[src/rtl/dct_block_scheduler.sv]
// Block scheduler ahead of rgb2ycbcr_dct_combined: gathers 8 RGB rows into an 8x8
// block, hands it to the core, forwards the result with its block index, and guards core latency.
module dct_block_scheduler #(
  parameter int unsigned INPUT_WIDTH    = 8,
  parameter int unsigned BLK_CNT_W      = 16,
  parameter int unsigned TIMEOUT_CYCLES = 1024
) (
  input  logic                        clk,
  input  logic                        rst_n,
  input  logic                        start,
  input  logic                        abort,
  input  logic [BLK_CNT_W-1:0]        cfg_num_blocks,
  output logic                        busy,
  output logic                        done,
  output logic                        err_timeout,
  input  logic                        row_valid,
  output logic                        row_ready,
  input  logic [8*INPUT_WIDTH-1:0]    row_r,
  input  logic [8*INPUT_WIDTH-1:0]    row_g,
  input  logic [8*INPUT_WIDTH-1:0]    row_b,
  output logic                        core_in_valid,
  input  logic                        core_in_ready,
  output logic [64*INPUT_WIDTH-1:0]   core_r_all,
  output logic [64*INPUT_WIDTH-1:0]   core_g_all,
  output logic [64*INPUT_WIDTH-1:0]   core_b_all,
  input  logic                        core_out_valid,
  output logic                        core_out_ready,
  output logic                        blk_out_valid,
  input  logic                        blk_out_ready,
  output logic [BLK_CNT_W-1:0]        blk_index
);

  localparam int unsigned ROW_W = 8 * INPUT_WIDTH;
  localparam int unsigned BLK_W = 64 * INPUT_WIDTH;
  localparam int unsigned WD_W  = $clog2(TIMEOUT_CYCLES + 1);
  localparam logic [WD_W-1:0] WD_LAST = WD_W'(TIMEOUT_CYCLES - 1);

  localparam logic [2:0] S_IDLE  = 3'd0;
  localparam logic [2:0] S_FILL  = 3'd1;
  localparam logic [2:0] S_ISSUE = 3'd2;
  localparam logic [2:0] S_WAIT  = 3'd3;
  localparam logic [2:0] S_ERR   = 3'd4;

  logic [2:0]           state;
  logic [BLK_CNT_W-1:0] count;
  logic [2:0]           row_cnt;
  logic [WD_W-1:0]      wdog;
  logic [BLK_W-1:0]     buf_r, buf_g, buf_b;
  logic                 last_blk;

  assign last_blk       = (blk_index == count - 1'b1);
  assign busy           = (state == S_FILL) || (state == S_ISSUE) || (state == S_WAIT);
  assign row_ready      = (state == S_FILL);
  assign core_in_valid  = (state == S_ISSUE);
  assign blk_out_valid  = (state == S_WAIT) && core_out_valid;
  assign core_out_ready = (state == S_WAIT) && blk_out_ready;
  assign core_r_all     = buf_r;
  assign core_g_all     = buf_g;
  assign core_b_all     = buf_b;

  always_ff @(posedge clk or negedge rst_n) begin
    if (!rst_n) begin
      state       <= S_IDLE;
      count       <= '0;
      blk_index   <= '0;
      row_cnt     <= '0;
      wdog        <= '0;
      done        <= 1'b0;
      err_timeout <= 1'b0;
    end else begin
      done <= 1'b0;
      if (abort) begin
        state       <= S_IDLE;
        row_cnt     <= '0;
        blk_index   <= '0;
        wdog        <= '0;
        err_timeout <= 1'b0;
      end else begin
        case (state)
          S_IDLE: begin
            if (start) begin
              if (cfg_num_blocks != '0) begin
                count     <= cfg_num_blocks;
                blk_index <= '0;
                row_cnt   <= '0;
                state     <= S_FILL;
              end else begin
                done <= 1'b1;
              end
            end
          end
          S_FILL: begin
            if (row_valid) begin
              // row_cnt wraps back to 0 on the 8th row
              row_cnt <= row_cnt + 3'd1;
              if (row_cnt == 3'd7) state <= S_ISSUE;
            end
          end
          S_ISSUE: begin
            if (core_in_ready) begin
              state <= S_WAIT;
              wdog  <= '0;
            end
          end
          S_WAIT: begin
            // A result on the wire always beats watchdog expiry
            if (core_out_valid) begin
              if (blk_out_ready) begin
                if (last_blk) begin
                  state <= S_IDLE;
                  done  <= 1'b1;
                end else begin
                  blk_index <= blk_index + 1'b1;
                  state     <= S_FILL;
                end
              end
            end else if (wdog == WD_LAST) begin
              state       <= S_ERR;
              err_timeout <= 1'b1;
            end else begin
              wdog <= wdog + 1'b1;
            end
          end
          S_ERR:   state <= S_ERR;
          default: state <= S_IDLE;
        endcase
      end
    end
  end

  always_ff @(posedge clk or negedge rst_n) begin
    if (!rst_n) begin
      buf_r <= '0;
      buf_g <= '0;
      buf_b <= '0;
    end else if (!abort && state == S_FILL && row_valid) begin
      for (int unsigned k = 0; k < 8; k++) begin
        if (row_cnt == 3'(k)) begin
          buf_r[k*ROW_W +: ROW_W] <= row_r;
          buf_g[k*ROW_W +: ROW_W] <= row_g;
          buf_b[k*ROW_W +: ROW_W] <= row_b;
        end
      end
    end
  end

endmodule

[config.mk]
export PLATFORM = sky130hd
export DESIGN_NAME = dct_block_scheduler
export DESIGN_NICKNAME = d
export VERILOG_FILES = /design/src/rtl/dct_block_scheduler.sv
export SDC_FILE = /design/constraint.sdc
export NUM_CORES = 2
export LEC_CHECK = 0
export ABC_CLOCK_PERIOD_IN_PS = 2900
export BUFFER_PORTS_ARGS = -buffer_cell sky130_fd_sc_hd__buf_2
export CORE_AREA = 2 2 701 703
export DETAILED_ROUTE_END_ITERATION = 6
export DIE_AREA = 0 0 703 705
export PLACE_DENSITY = 0.3
export SLEW_MARGIN = 20
export SYNTH_ARGS = -nofsm -noshare
export SYNTH_HDL_FRONTEND = slang
export SYNTH_SLANG_ARGS = --single-unit
[constraint.sdc]
create_clock -name clk -period 2.9 [get_ports clk]
set_input_delay 0.29 -clock clk [delete_from_list [all_inputs] [get_ports clk]]
set_output_delay 0.29 -clock clk [all_outputs]
set_load 0.02 [all_outputs]
# [After elaboration in Yosys (flattened, before gate mapping)]
# Index checks and enable logic that the tools add are counted.
# Widths: inputs -> output; s select.
[word_totals] input_bits=216 reg_bits=1587 elab_cells=130 out_inout_bits=1559
[op_classes] eq_ne=26 n_reduce_logical=29 addsub=4 mux=39 bitwise_logic=1
[op_table] op="$mux 16" count=6
[op_table] op="$mux 11" count=4
[op_table] op="$mux 3" count=13
[op_table] op="$pmux 16 s2" count=1
[op_table] op="$ne 3x3->1 const B" count=8
[op_table] op="$pmux 11 s2" count=1
[op_table] op="$add 16x1->16 const B" count=1
[op_table] op="$eq 16x16->1" count=1
[op_table] op="$reduce_and 2->1" count=8
[op_table] op="$reduce_bool 16->1" count=1
[op_table] op="$sub 16x1->16 const B" count=1
[op_table] op="$eq 3x3->1 const B" count=5
[op_table] op="$pmux 3 s5" count=1
[op_table] op="$eq 3x2->1 const B" count=4
[op_table] op="$reduce_and 4->1" count=3
[op_table] op="$add 11x1->11 const B" count=1
[op_table] op="$eq 11x10->1 const B" count=1
[op_table] op="$mux 1" count=11
[op_table] op="$reduce_bool 3->1" count=3
[op_table] op="$reduce_and 7->1" count=1
[op_table] op="$eq 3x1->1 const B" count=2
[op_table] op="$logic_not 3->1" count=2
[op_table] op="$ne 3x2->1 const B" count=2
[op_table] op="$pmux 3 s2" count=1
[op_table] op="12 further kinds" count=17

# [Depth between registers and ports, before layout]
[depth] ltp_word=7 mapped_depth=11 depth_no_buf=9

# [Least setup slack after synthesis]
# OpenSTA, ideal clock, no wires.
[synth_timing] path_type="register -> register" from="reg count[0]" to="reg blk_index[2]" synth_period_minus_slack_ns=3.013 stages_incl_launch_ff=11 path_slack_ns=-0.113 n_path_buf=1 t_arrival_ns=2.889 setup_ns=0.124 t_required_ns=2.776 path_cell_list="dfrtp_1 -> inv_1 -> ha_1 -> or3b_4 -> or4_4 -> a2111oi_4 -> o2111ai_2 -> o31ai_4 -> buf_6 -> nor4_1 -> a211o_1"
[synth_between] elab_chain_cells=4
[synth_lines] element="from (decl)" line="45" source="logic [BLK_CNT_W-1:0] count;"
[synth_lines] element="from (signal assigned)" line="83" source="count <= cfg_num_blocks;"
[synth_lines] element="$sub 16x1->16" line="51" source="assign last_blk = (blk_index == count - 1'b1);"
[synth_lines] element="$eq 16x16->1" line="51"
[synth_lines] element="$ne 3x3->1 (no source line)"
[synth_lines] element="$reduce_and 6->1 (no source line)"
[synth_lines] element="to (signal assigned)" line="113" source="blk_index <= blk_index + 1'b1;"
[synth_lines] element="to (decl)" line="30" source="output logic [BLK_CNT_W-1:0] blk_index"
# Every way passes these cells.
# A chain may end at the register's enable or synchronous reset.

# [Worst setup path after layout]
[layout_timing] from="reg count[1]" to="reg blk_index[2]"
# The elaborated chain is that of the path after synthesis.

==> run_results.csv <==
group,metric,value,unit
timing,max-slew-margin-rel,0.420,
global_routing,globalRouteOverflowTotal,0,
die,core-area,488000,um2
yosys,avgSynthCellArea,16.7,um2
yosys,synth-compound-area-share,0.00846,
timing,setup_slack,-83.5,ps
yosys,yosys.area.top_type,"dfrtp_1",
drt,via_count,40900,
place,gp_congestion,0.781,
min_path,hold_path_depth,2,
layout,synthToLayoutAreaGrowth,47.2,%
min_path,hp-class,"in2reg",
global_routing,grt_pass1_wl,414000,um
clock_tree,cts_made_buffers,208,
clock_tree,path_clk_slew,60,ps
clock_tree,cts_sinks,1587,
yosys,synth-seq-area-share,0.666,
yosys,synthFlopType,"dfrtp_1",
yosys,synthesis.nets,3804,
drt,drc,0,
die,die-area,496000,um2
clock_tree,clkLatencyLatePin,890,ps
worst_setup_path,critPathKind,"reg2reg",
power,powerDensity,777,nW/um2
die,ioPinCount,1775,
die,die_y,705,um
power,worst_ir_drop_vdd,0.443,mV
worst_setup_path,critPathLaunchType,"register",
worst_setup_path,path_max_fanout,19,
worst_setup_path,reg2reg_depth,10,
timing,finClkSkew,63.6,ps
die,dieWidth,703,um
power,p_sw_frac,0.320,
timing,rsz0062_at_grt,"yes",
global_routing,antenna_found_initial,111,
timing,fmax,335,MHz
yosys,synth_seq_cells,1587,
timing,finalCritPeriodShare,1.03,
yosys,syn_inst,3579,
worst_setup_path,cp.required,3680,ps
yosys,yosysTopAreaCellShare,0.666,
global_routing,grt_max_degree,107,
yosys,synth.most_common_cell,"dfrtp_1",
yosys,synth_edf_count,0,
timing,whs,159,ps
yosys,synthAdderAreaFrac,0.00189,
drt,first_iter_violations,1906,
layout,fin_cells,12500,
yosys,synthSimpleGateAreaFrac,0.0126,
clock_tree,htree_levels,4,
clock_tree,cts_tree,"yes",
global_routing,track_usage,0.121,
power,power_switching,21.8,mW
drt,routedWlPerCell,25.0,um
drt,drtPass1Iterations,5,
place,dp_cells,11800,
timing,setup-violations-final,11,
drt,wl,313000,um
clock_tree,clk_root_buffer_cell,"clkbuf_16",
yosys,netlist_area,59600,um2
layout,drive_above_1_share,0.656,
worst_setup_path,worstSetupEndpointType,"register",
run_status,violations,"setup timing",
yosys,post_synth_xor_area_fraction,0.00411,
yosys,synth_top_family_by_area,"multiplexers",
drt,antenna_left,0,
yosys,synthMuxAreaShare,0.294,
yosys,yosysWarnings,0,
layout,n_fill_cell,53500,
yosys,synthTopCellsByCount,"dfrtp_1, mux2_2, clkbuf_1",
timing,fin_crit,2980,ps
job,max_cap_violations,0,
yosys,synth_top_cells_by_area,"dfrtp_1, mux2_2, clkbuf_1",
global_routing,grt_pass1_vias,43200,
place,io_buffer_count,1774,
run_status,outcome,"finished with violations",
worst_setup_path,crit_arrival,3760,ps
power,leakage,46.2,nW
yosys,async_flop_share,1.00,
place,dp_worst_setup_slack,-161,ps
clock_tree,cts.path.max_buffers,4,
die,rows,257,
power,p_clk_frac,0.395,
power,p_seq_frac,0.392,
power,combPwrFrac,0.214,
layout,num-nets-final,6022,
place,hpwlAfterDp,239000,um
yosys,synth_cell_types,58,
drt,vias_per_cell,3.28,
die,initial_utilization,0.122,
timing,tightest_slew,870,ps
power,p_total,68.1,mW
timing,maxSlewViolCount,0,
timing,hold_viol_final,0,
power,p_int,46.3,mW
==> placed cells by master (no fill, tap or decap), types with 14 or more instances in the layout <==
master,Yosys,routed
buf_2,1,1773
dfrtp_1,1587,1587
mux2_2,1554,1554
dlygate4sd3_1,0,212
clkbuf_16,0,208
buf_4,1,137
buf_12,0,63
clkbuf_8,0,51
diode_2,0,43
clkbuf_1,176,40
clkinv_2,0,37
nor2_1,26,26
nand2_1,27,22
bufinv_16,0,17
inv_1,17,15
xor2_1,14,14
xnor2_1,14,14
==> stage by stage <==
stage          utilization  area (um2)  TNS (ps)
2_1_floorplan            -       59600         0
3_3_place_gp         0.160       78200      -967
3_5_place_dp         0.160       78200      -563
4_1_cts              0.179       87600      -141
5_1_grt              0.180       87600     -2240
6_report             0.180       87700      -325
==> power groups by stage <==
stage / clock (mW) / sequential [mW] / combinational [mW]
after detailed placement: 0 / 27.0 / 14.5
after CTS: 28.1 / 26.7 / 14.9
after floorplan: 0 / 30.5 / 3.55
after global routing: 28.9 / 27.0 / 15.4
after global placement: 0 / 27.0 / 14.5
final: 26.9 / 26.7 / 14.5
==> per-layer routing <==
layer,track usage,vias up,routed length (um)
met3,0.0398,390,26500
met4,0.0301,28,8930
met1,0.137,21700,120000
met2,0.218,1481,157000
met5,0,-,183
li1,-,17300,-
==> worst max-delay path, stage by stage (launching register included) <==
cell and delay, ps:
dfrtp_1 410, inv_2 100, ha_4 130, or3b_4 370
or4_4 500, a2111oi_4 380, o2111ai_4 240, o31ai_4 280
buf_12 180, nor4_2 50, a211o_1 230
==> cell type report <==
cell class / count / area [um2] / area share
diodes: 43 / 108 / 0.00123
clock inverters: 76 / 1030 / 0.0118
multi-input cells: 1795 / 19300 / 0.220
repair buffers: 2188 / 13300 / 0.152
inverters: 17 / 63.8 / 0.000727
flip-flops and latches: 1587 / 39700 / 0.453
clock buffers: 299 / 6060 / 0.0691
well taps: 6475 / 8100 / 0.0924
==> timing repair <==
| action | in CTS | in global routing |
|---|---|---|
| hold endpoints to repair | 2243 | 0 |
| gates resized for setup | 19 | 11 |
| setup buffers | 2 | 0 |
| endpoints found under the setup margin | 15 | 18 |
| cloned | 1 | 0 |
| hold buffers | 213 | 0 |
| pin swaps | 7 | 6 |
==> final timing paths <==
check                                 from               to  slack (ps)
max                               count[1]     blk_index[2]         -80
min                              row_r[63]  core_r_all[191]         160
max reg2reg                       count[1]     blk_index[2]         -80
min reg2reg                core_g_all[251]  core_g_all[251]         500
max in group asynchronous            rst_n  core_r_all[256]        1770
min in group asynchronous            rst_n  core_r_all[107]         300
==> cell families after synthesis <==
kind of cell    after synthesis
xor+xnor                     28
compound gates               66
fa+ha+maj                     9
mux                        1555
buf+inv                     197
simple gates                137
flops                      1587
==> registers in the layout (all words and copies together) (netlist names) <==
register / count
core_b_all: 512
core_g_all: 512
core_r_all: 512
blk_index: 16
count: 16
wdog: 11
row_cnt: 3
state: 3
done: 1
err_timeout: 1
No activity file was read; power rests on OpenSTA's default activity.
